[config.mk]
export PLATFORM = sky130hd
export DESIGN_NAME = fetch_unit
export DESIGN_NICKNAME = d
export VERILOG_FILES = /design/src/rtl/cpu_pkg.sv /design/src/rtl/fetch_queue.sv /design/src/rtl/fetch_unit.sv
export SDC_FILE = /design/constraint.sdc
export NUM_CORES = 1
export LEC_CHECK = 0
export ABC_AREA = 1
export BUFFER_PORTS_ARGS = -buffer_cell sky130_fd_sc_hd__buf_4
export CORE_MARGIN = 8
export CORE_UTILIZATION = 35
export CTS_BUF_LIST = sky130_fd_sc_hd__clkbuf_16
export CTS_CLUSTER_SIZE = 20
export DETAILED_ROUTE_END_ITERATION = 8
export SLEW_MARGIN = 20
export SYNTH_ARGS = -nofsm -noshare
export SYNTH_HDL_FRONTEND = slang
export SYNTH_SLANG_ARGS = --single-unit
[constraint.sdc]
create_clock -name clk_i -period 13.3 [get_ports clk_i]
set_input_delay 1.995 -clock clk_i [delete_from_list [all_inputs] [get_ports clk_i]]
set_output_delay 1.995 -clock clk_i [all_outputs]
set_load 0.1 [all_outputs]
[src/rtl/cpu_pkg.sv]
// cpu_pkg: shared widths, PC step and fetch-queue entry layout.
// Entry pc is held at PC_MAX bits so one struct serves every XLEN up to 64.
package cpu_pkg;
   localparam int XLEN_DEF = 32;
   localparam int PC_MAX   = 64;
   localparam int PC_STEP  = 4;

   typedef struct packed {
      logic [PC_MAX-1:0] pc;
      logic [31:0]       inst;
      logic              filled;
   } entry_t;
endpackage

[src/rtl/fetch_queue.sv]
// fetch_queue: circular buffer of fetched instructions.
// Entries are allocated unfilled at the tail and filled in order through a separate fill pointer.
module fetch_queue
   import cpu_pkg::*;
#(
   parameter int XLEN  = XLEN_DEF,
   parameter int DEPTH = 4,
   localparam int AW   = $clog2(DEPTH),
   localparam int CW   = AW + 1
) (
   input  logic            clk_i,
   input  logic            rst_i,
   input  logic            flush_i,
   input  logic            alloc_i,
   input  logic [XLEN-1:0] alloc_pc_i,
   input  logic            fill_i,
   input  logic [31:0]     fill_inst_i,
   input  logic            pop_i,
   output logic            valid_o,
   output logic [31:0]     inst_o,
   output logic [XLEN-1:0] pc_o,
   output logic [CW-1:0]   count_o
);
   entry_t          mem_q [DEPTH];
   logic [AW-1:0]   head_q, tail_q, fill_q;
   logic [CW-1:0]   count_q;

   assign valid_o = count_q != '0 && mem_q[head_q].filled;
   assign inst_o  = valid_o ? mem_q[head_q].inst : '0;
   assign pc_o    = valid_o ? mem_q[head_q].pc[XLEN-1:0] : '0;
   assign count_o = count_q;

   // Flush only rewinds pointers; stale filled bits are masked by count and overwritten on alloc.
   always_ff @(posedge clk_i) begin
      if (!rst_i || flush_i) begin
         head_q  <= '0;
         tail_q  <= '0;
         fill_q  <= '0;
         count_q <= '0;
      end else begin
         if (alloc_i) begin
            mem_q[tail_q] <= '{pc: PC_MAX'(alloc_pc_i), inst: '0, filled: 1'b0};
            tail_q        <= tail_q + 1'b1;
         end
         if (fill_i) begin
            mem_q[fill_q].inst   <= fill_inst_i;
            mem_q[fill_q].filled <= 1'b1;
            fill_q               <= fill_q + 1'b1;
         end
         if (pop_i)
            head_q <= head_q + 1'b1;
         count_q <= count_q + CW'(alloc_i) - CW'(pop_i);
      end
   end
endmodule

[src/rtl/fetch_unit.sv]
// fetch_unit: instruction fetch front end with in-order memory interface and decode queue.
// Responses to requests issued before a redirect are counted down in a discard counter.
module fetch_unit
   import cpu_pkg::*;
#(
   parameter int              XLEN     = XLEN_DEF,
   parameter int              DEPTH    = 4,
   parameter logic [XLEN-1:0] RESET_PC = '0
) (
   input  logic            clk_i,
   input  logic            rst_i,
   input  logic            start_i,
   output logic            imem_req_o,
   output logic [XLEN-1:0] imem_addr_o,
   input  logic            imem_rdy_i,
   input  logic            imem_rvalid_i,
   input  logic [31:0]     imem_rdata_i,
   input  logic            redirect_i,
   input  logic [XLEN-1:0] redirect_pc_i,
   output logic            inst_valid_o,
   output logic [31:0]     inst_o,
   output logic [XLEN-1:0] inst_pc_o,
   input  logic            inst_ready_i
);
   localparam int CW = $clog2(DEPTH) + 1;

   logic [XLEN-1:0] pc_q, pc_d;
   logic            started_q;
   logic [CW-1:0]   live_q, live_d, disc_q, disc_d, count;
   logic [CW+1:0]   used;
   logic            accept, rsp_disc, rsp_live, pop;

   // Queue slots plus every outstanding request, live or to be discarded, bound issue.
   assign used        = (CW+2)'(count) + (CW+2)'(live_q) + (CW+2)'(disc_q);
   assign imem_req_o  = rst_i && (started_q || start_i) && !redirect_i && used < (CW+2)'(DEPTH);
   assign imem_addr_o = pc_q;
   assign accept      = imem_req_o && imem_rdy_i;
   assign rsp_disc    = imem_rvalid_i && disc_q != '0;
   assign rsp_live    = imem_rvalid_i && disc_q == '0 && live_q != '0;
   assign pop         = inst_valid_o && inst_ready_i;

   always_comb begin
      pc_d   = redirect_i ? {redirect_pc_i[XLEN-1:2], 2'b00} : accept ? pc_q + XLEN'(PC_STEP) : pc_q;
      live_d = redirect_i ? '0 : live_q + CW'(accept) - CW'(rsp_live);
      disc_d = disc_q - CW'(rsp_disc) + (redirect_i ? live_q - CW'(rsp_live) : '0);
   end

   always_ff @(posedge clk_i) begin
      if (!rst_i) begin
         pc_q      <= RESET_PC;
         started_q <= 1'b0;
         live_q    <= '0;
         disc_q    <= '0;
      end else begin
         pc_q      <= pc_d;
         started_q <= started_q | start_i;
         live_q    <= live_d;
         disc_q    <= disc_d;
      end
   end

   fetch_queue #(.XLEN(XLEN), .DEPTH(DEPTH)) u_queue (
      .clk_i       (clk_i),
      .rst_i       (rst_i),
      .flush_i     (redirect_i),
      .alloc_i     (accept),
      .alloc_pc_i  (pc_q),
      .fill_i      (rsp_live),
      .fill_inst_i (imem_rdata_i),
      .pop_i       (pop),
      .valid_o     (inst_valid_o),
      .inst_o      (inst_o),
      .pc_o        (inst_pc_o),
      .count_o     (count)
   );
endmodule

==> results by group <==
Outcome
  • Status: finished clean

Floorplan
  • Starting Density: 35.3%
  • Vert. Die Dim: 216 um
  • Chip Width: 216 um
  • Top-Level Pins: 169
  • Die Area: 0.0465 mm2
  • Num rows: 73
  • Core ar.: 0.0395 mm2

Worst setup path
  • R2r startpoint: live_q[2]
  • CP Capture Type: output pin
  • Worst Path Buf+Inv: 3
  • Cell repeated most along the worst path: buf_4
  • Flop-to-flop setup slack: 9.11 ns
  • Slowest stage cell, crit path: dfxtp_4
  • Worst R2R Path Depth: 16
  • CP top delay family: buffers and inverters
  • CP arrival: 3.69 ns
  • Worst Path Required: 11.31 ns
  • Crit-path max cell delay: 0.62 ns
  • Startpoint types: register
  • Critical path class: register to output pin
  • Worst r2r dst: live_q[1]
  • Crit path cell chain: buf_4 -> nor2_1 -> nor2_1 -> o21ai_1 -> nand2_1 -> nand2_2 -> buf_4 -> a21oi_1 -> buf_4
  • CP Max Fanout: 47

Pwr
  • Pwr/cell area: 127 mW/mm2
  • Flop pwr share: 50.1%
  • Sw Ratio: 24.4%
  • Pint: 0.00160 W
  • Peak supply drop: 0.0699 mV
  • Switching power: 0.000515 W
  • Gate power share: 8.2%
  • Clk pwr share: 41.7%
  • Pleak: 6.57 nW

Timing
  • Final setup viols: 0
  • Setup repair after global routing missed its margin: no
  • Fmax: 0.176 GHz
  • Slew headroom: 35.8%
  • Period utilisation layout: 42.7%
  • Min Tclk post-route: 5.69 ns
  • Hold Vio Cnt, Final: 0
  • Measured slew at the worst slew-check pin: 0.963 ns
  • Clk_skew: 0.0283 ns
  • Final max-slew violation count: 0
  • Setup TNS: 0 ns

Clock network
  • CTS Sinks: 300
  • CTS Buf Count: 35
  • Clock Path Buffers: 3
  • Worst-Skew Late Latency: 0.52 ns
  • TritonCTS clock tree: yes
  • CTS clk-pin slew, worst paths: 0.06 ns
  • # hold bufs at CTS: 0
  • Clock root buffer: clkbuf_16
  • Post-cts sizing count: 0
  • H-tree level count: 2
  • Postcts setup bufs: 0

Finish
  • Layout cells sized above 1: 16.2%
  • Antenna diodes: 0
  • Post-layout nets: 1,711
  • Commonest non-fill, non-tap cell in the layout: nor2_1
  • P&R area growth vs syn: 19.0%
  • Design area: 0.0166 mm2
  • Commonest non-fill, non-tap cells in the layout: nor2_1, edfxtp_1, nand2_1, buf_4, o21ai_0
  • Final Non-Filler Cells: 2,164

GRT
  • Total global-route track usage: 15.5%
  • First-pass GRT wire length: 58,100 um
  • Initial antenna violation count: 0
  • Vias in the first global route: 10.6k
  • Largest net degree at the start of global routing: 103
  • Grt ovf: 0

Drt
  • Vias: 10.7k
  • Detail Route Antenna Nets: 0
  • DR pass1 iterations: 5
  • Vias per cell: 4.93
  • Overall routed net length: 37,100 um
  • WL/cell: 17.2 um
  • DRT iter0 DRCs: 842
  • DRC violations left: 0

Yosys
  • Synth warn: 0
  • Seq/Total Area, Yosys: 60.8%
  • Post-synthesis register bit count: 300
  • Post-synth cell types: 38
  • Cells after Synth: 1,477
  • Syn_area_per_cell: 9.45 um2
  • Netlist area before placement: 0.0140 mm2

Place
  • Placed Instance Area: 0.0155 mm2
  • Final GP Congestion: 0.832
  • I/O Buffers: 162
  • DPL Wire Length: 22,400 um
  • Placed Cells: 2,103

Worst hold path
  • Worst hold start: u_queue.mem_q[3][0]
  • Hold Crit Class: register to register
  • Hold Crit Depth: 2
  • Hold EP: u_queue.mem_q[3][0]

Flow run
  • Max_cap viols: 0
[worst register-to-register path: stages (launching register included)]
cell and delay [ns]:
dfxtp_1 0.41, inv_1 0.09, fa_1 0.55, inv_1 0.08
fa_1 0.54, nor2_1 0.04, o21ai_0 0.10, nor2_2 0.07
nand3_2 0.07, buf_4 0.48, clkinv_1 0.67, nand2_1 0.20
nand2_1 0.07, ha_1 0.17, inv_1 0.06, fa_1 0.40
nor2_1 0.11
[cell families after synthesis]
kind of cell    synth area share [%]
xor+xnor                        1.13
fa+ha+maj                       2.47
simple gates                    21.0
compound gates                  8.59
flops                           60.8
buf+inv                         5.98
other cells                   0.0269
[worst max-delay path by stage]
stage / startpoint / endpoint / slack, ns / depth (start not counted)
6_report: register / inst_pc_o[4] / 7.61 / 9
5_1_grt: register / inst_pc_o[4] / 7.39 / 9
4_1_cts: register / inst_pc_o[5] / 7.16 / 9
3_5_place_dp: register / inst_pc_o[5] / 7.73 / 9
3_3_place_gp: register / inst_pc_o[5] / 7.76 / 9
2_1_floorplan: redirect_i / u_queue.mem_q[0][10] / 7.79 / 7
[metal layers]
layer / part of all wire, % / track usage [%]
met4: 1.8 / 3.90
met1: 45 / 20.7
met2: 47 / 25.6
met5: 0 / 0
met3: 6.6 / 2.91
[state kept, by name, indices dropped and copies added (netlist names), named ones only]
name and count:
u_queue.tail_q 2, disc_q 3, imem_addr_o 30, u_queue.count_o 3, u_queue.fill_q 2, u_queue.mem_q 252
started_q 1, u_queue.head_q 2, live_q 3
[synthesized netlist by cell type]
| library cell | instances | area [um2] |
|---|---|---|
| nor3_4 | 1 | 16.3 |
| nor3_2 | 1 | 10.0 |
| nor3_1 | 3 | 15.0 |
| o21ai_1 | 6 | 30.0 |
| a21oi_1 | 84 | 420 |
| nor2_4 | 1 | 11.3 |
| o21bai_1 | 1 | 7.51 |
| a21o_1 | 1 | 7.51 |
| nand2_4 | 4 | 45.0 |
| buf_2 | 20 | 100 |
| o21ai_0 | 145 | 726 |
| buf_1 | 10 | 37.5 |
| nor2_2 | 6 | 37.5 |
| clkbuf_1 | 28 | 105 |
| or2_0 | 1 | 6.26 |
| ha_1 | 18 | 225 |
| xor2_1 | 9 | 78.8 |
| dfxtp_1 | 52 | 1040 |
| nand3_2 | 3 | 30.0 |
| or2_2 | 2 | 12.5 |
| clkinv_1 | 1 | 3.75 |
| inv_4 | 1 | 6.26 |
| nor2_8 | 1 | 20.0 |
| nand2_2 | 4 | 25.0 |
| nand3_1 | 51 | 255 |
| nand4_1 | 5 | 31.3 |
| o21a_1 | 1 | 7.51 |
| nor2_1 | 431 | 1620 |
| xnor2_1 | 9 | 78.8 |
| inv_2 | 5 | 18.8 |
| inv_1 | 90 | 338 |
| nand3b_1 | 8 | 60.1 |
| buf_6 | 14 | 158 |
| nand2_1 | 196 | 736 |
| fa_1 | 6 | 120 |
| edfxtp_1 | 248 | 7450 |
| conb_1 | 1 | 3.75 |
| buf_4 | 9 | 67.6 |
[through the flow]
stage          setup WS [ns]  util (%)  hold slack, ns  power [W]
2_1_floorplan           7.79         -           0.431    0.00120
3_3_place_gp            7.76      39.3           0.443    0.00125
3_5_place_dp            7.73      39.3           0.453    0.00125
4_1_cts                 7.16      41.9           0.461    0.00213
5_1_grt                 7.39      42.0           0.484    0.00218
6_report                7.61      42.0           0.460    0.00211
[power by group through the flow]
stage | registers [W] | logic (W) | clock network (W)
after floorplan | 0.00111 | 0.0000891 | 0
after global placement | 0.00107 | 0.000173 | 0
after detailed placement | 0.00108 | 0.000175 | 0
after CTS | 0.00106 | 0.000176 | 0.000901
after global routing | 0.00106 | 0.000191 | 0.000932
final | 0.00106 | 0.000174 | 0.000880
[layout make-up]
cell class | count | area, um2
timing repair buffer | 180 | 1360
clock inverter | 24 | 150
tap | 525 | 657
clock buffer | 36 | 901
inverter | 97 | 367
sequential | 300 | 8490
fill | 3796 | 22900
multi-input combinational | 1002 | 4670
No activity file was read; power rests on OpenSTA's default activity.
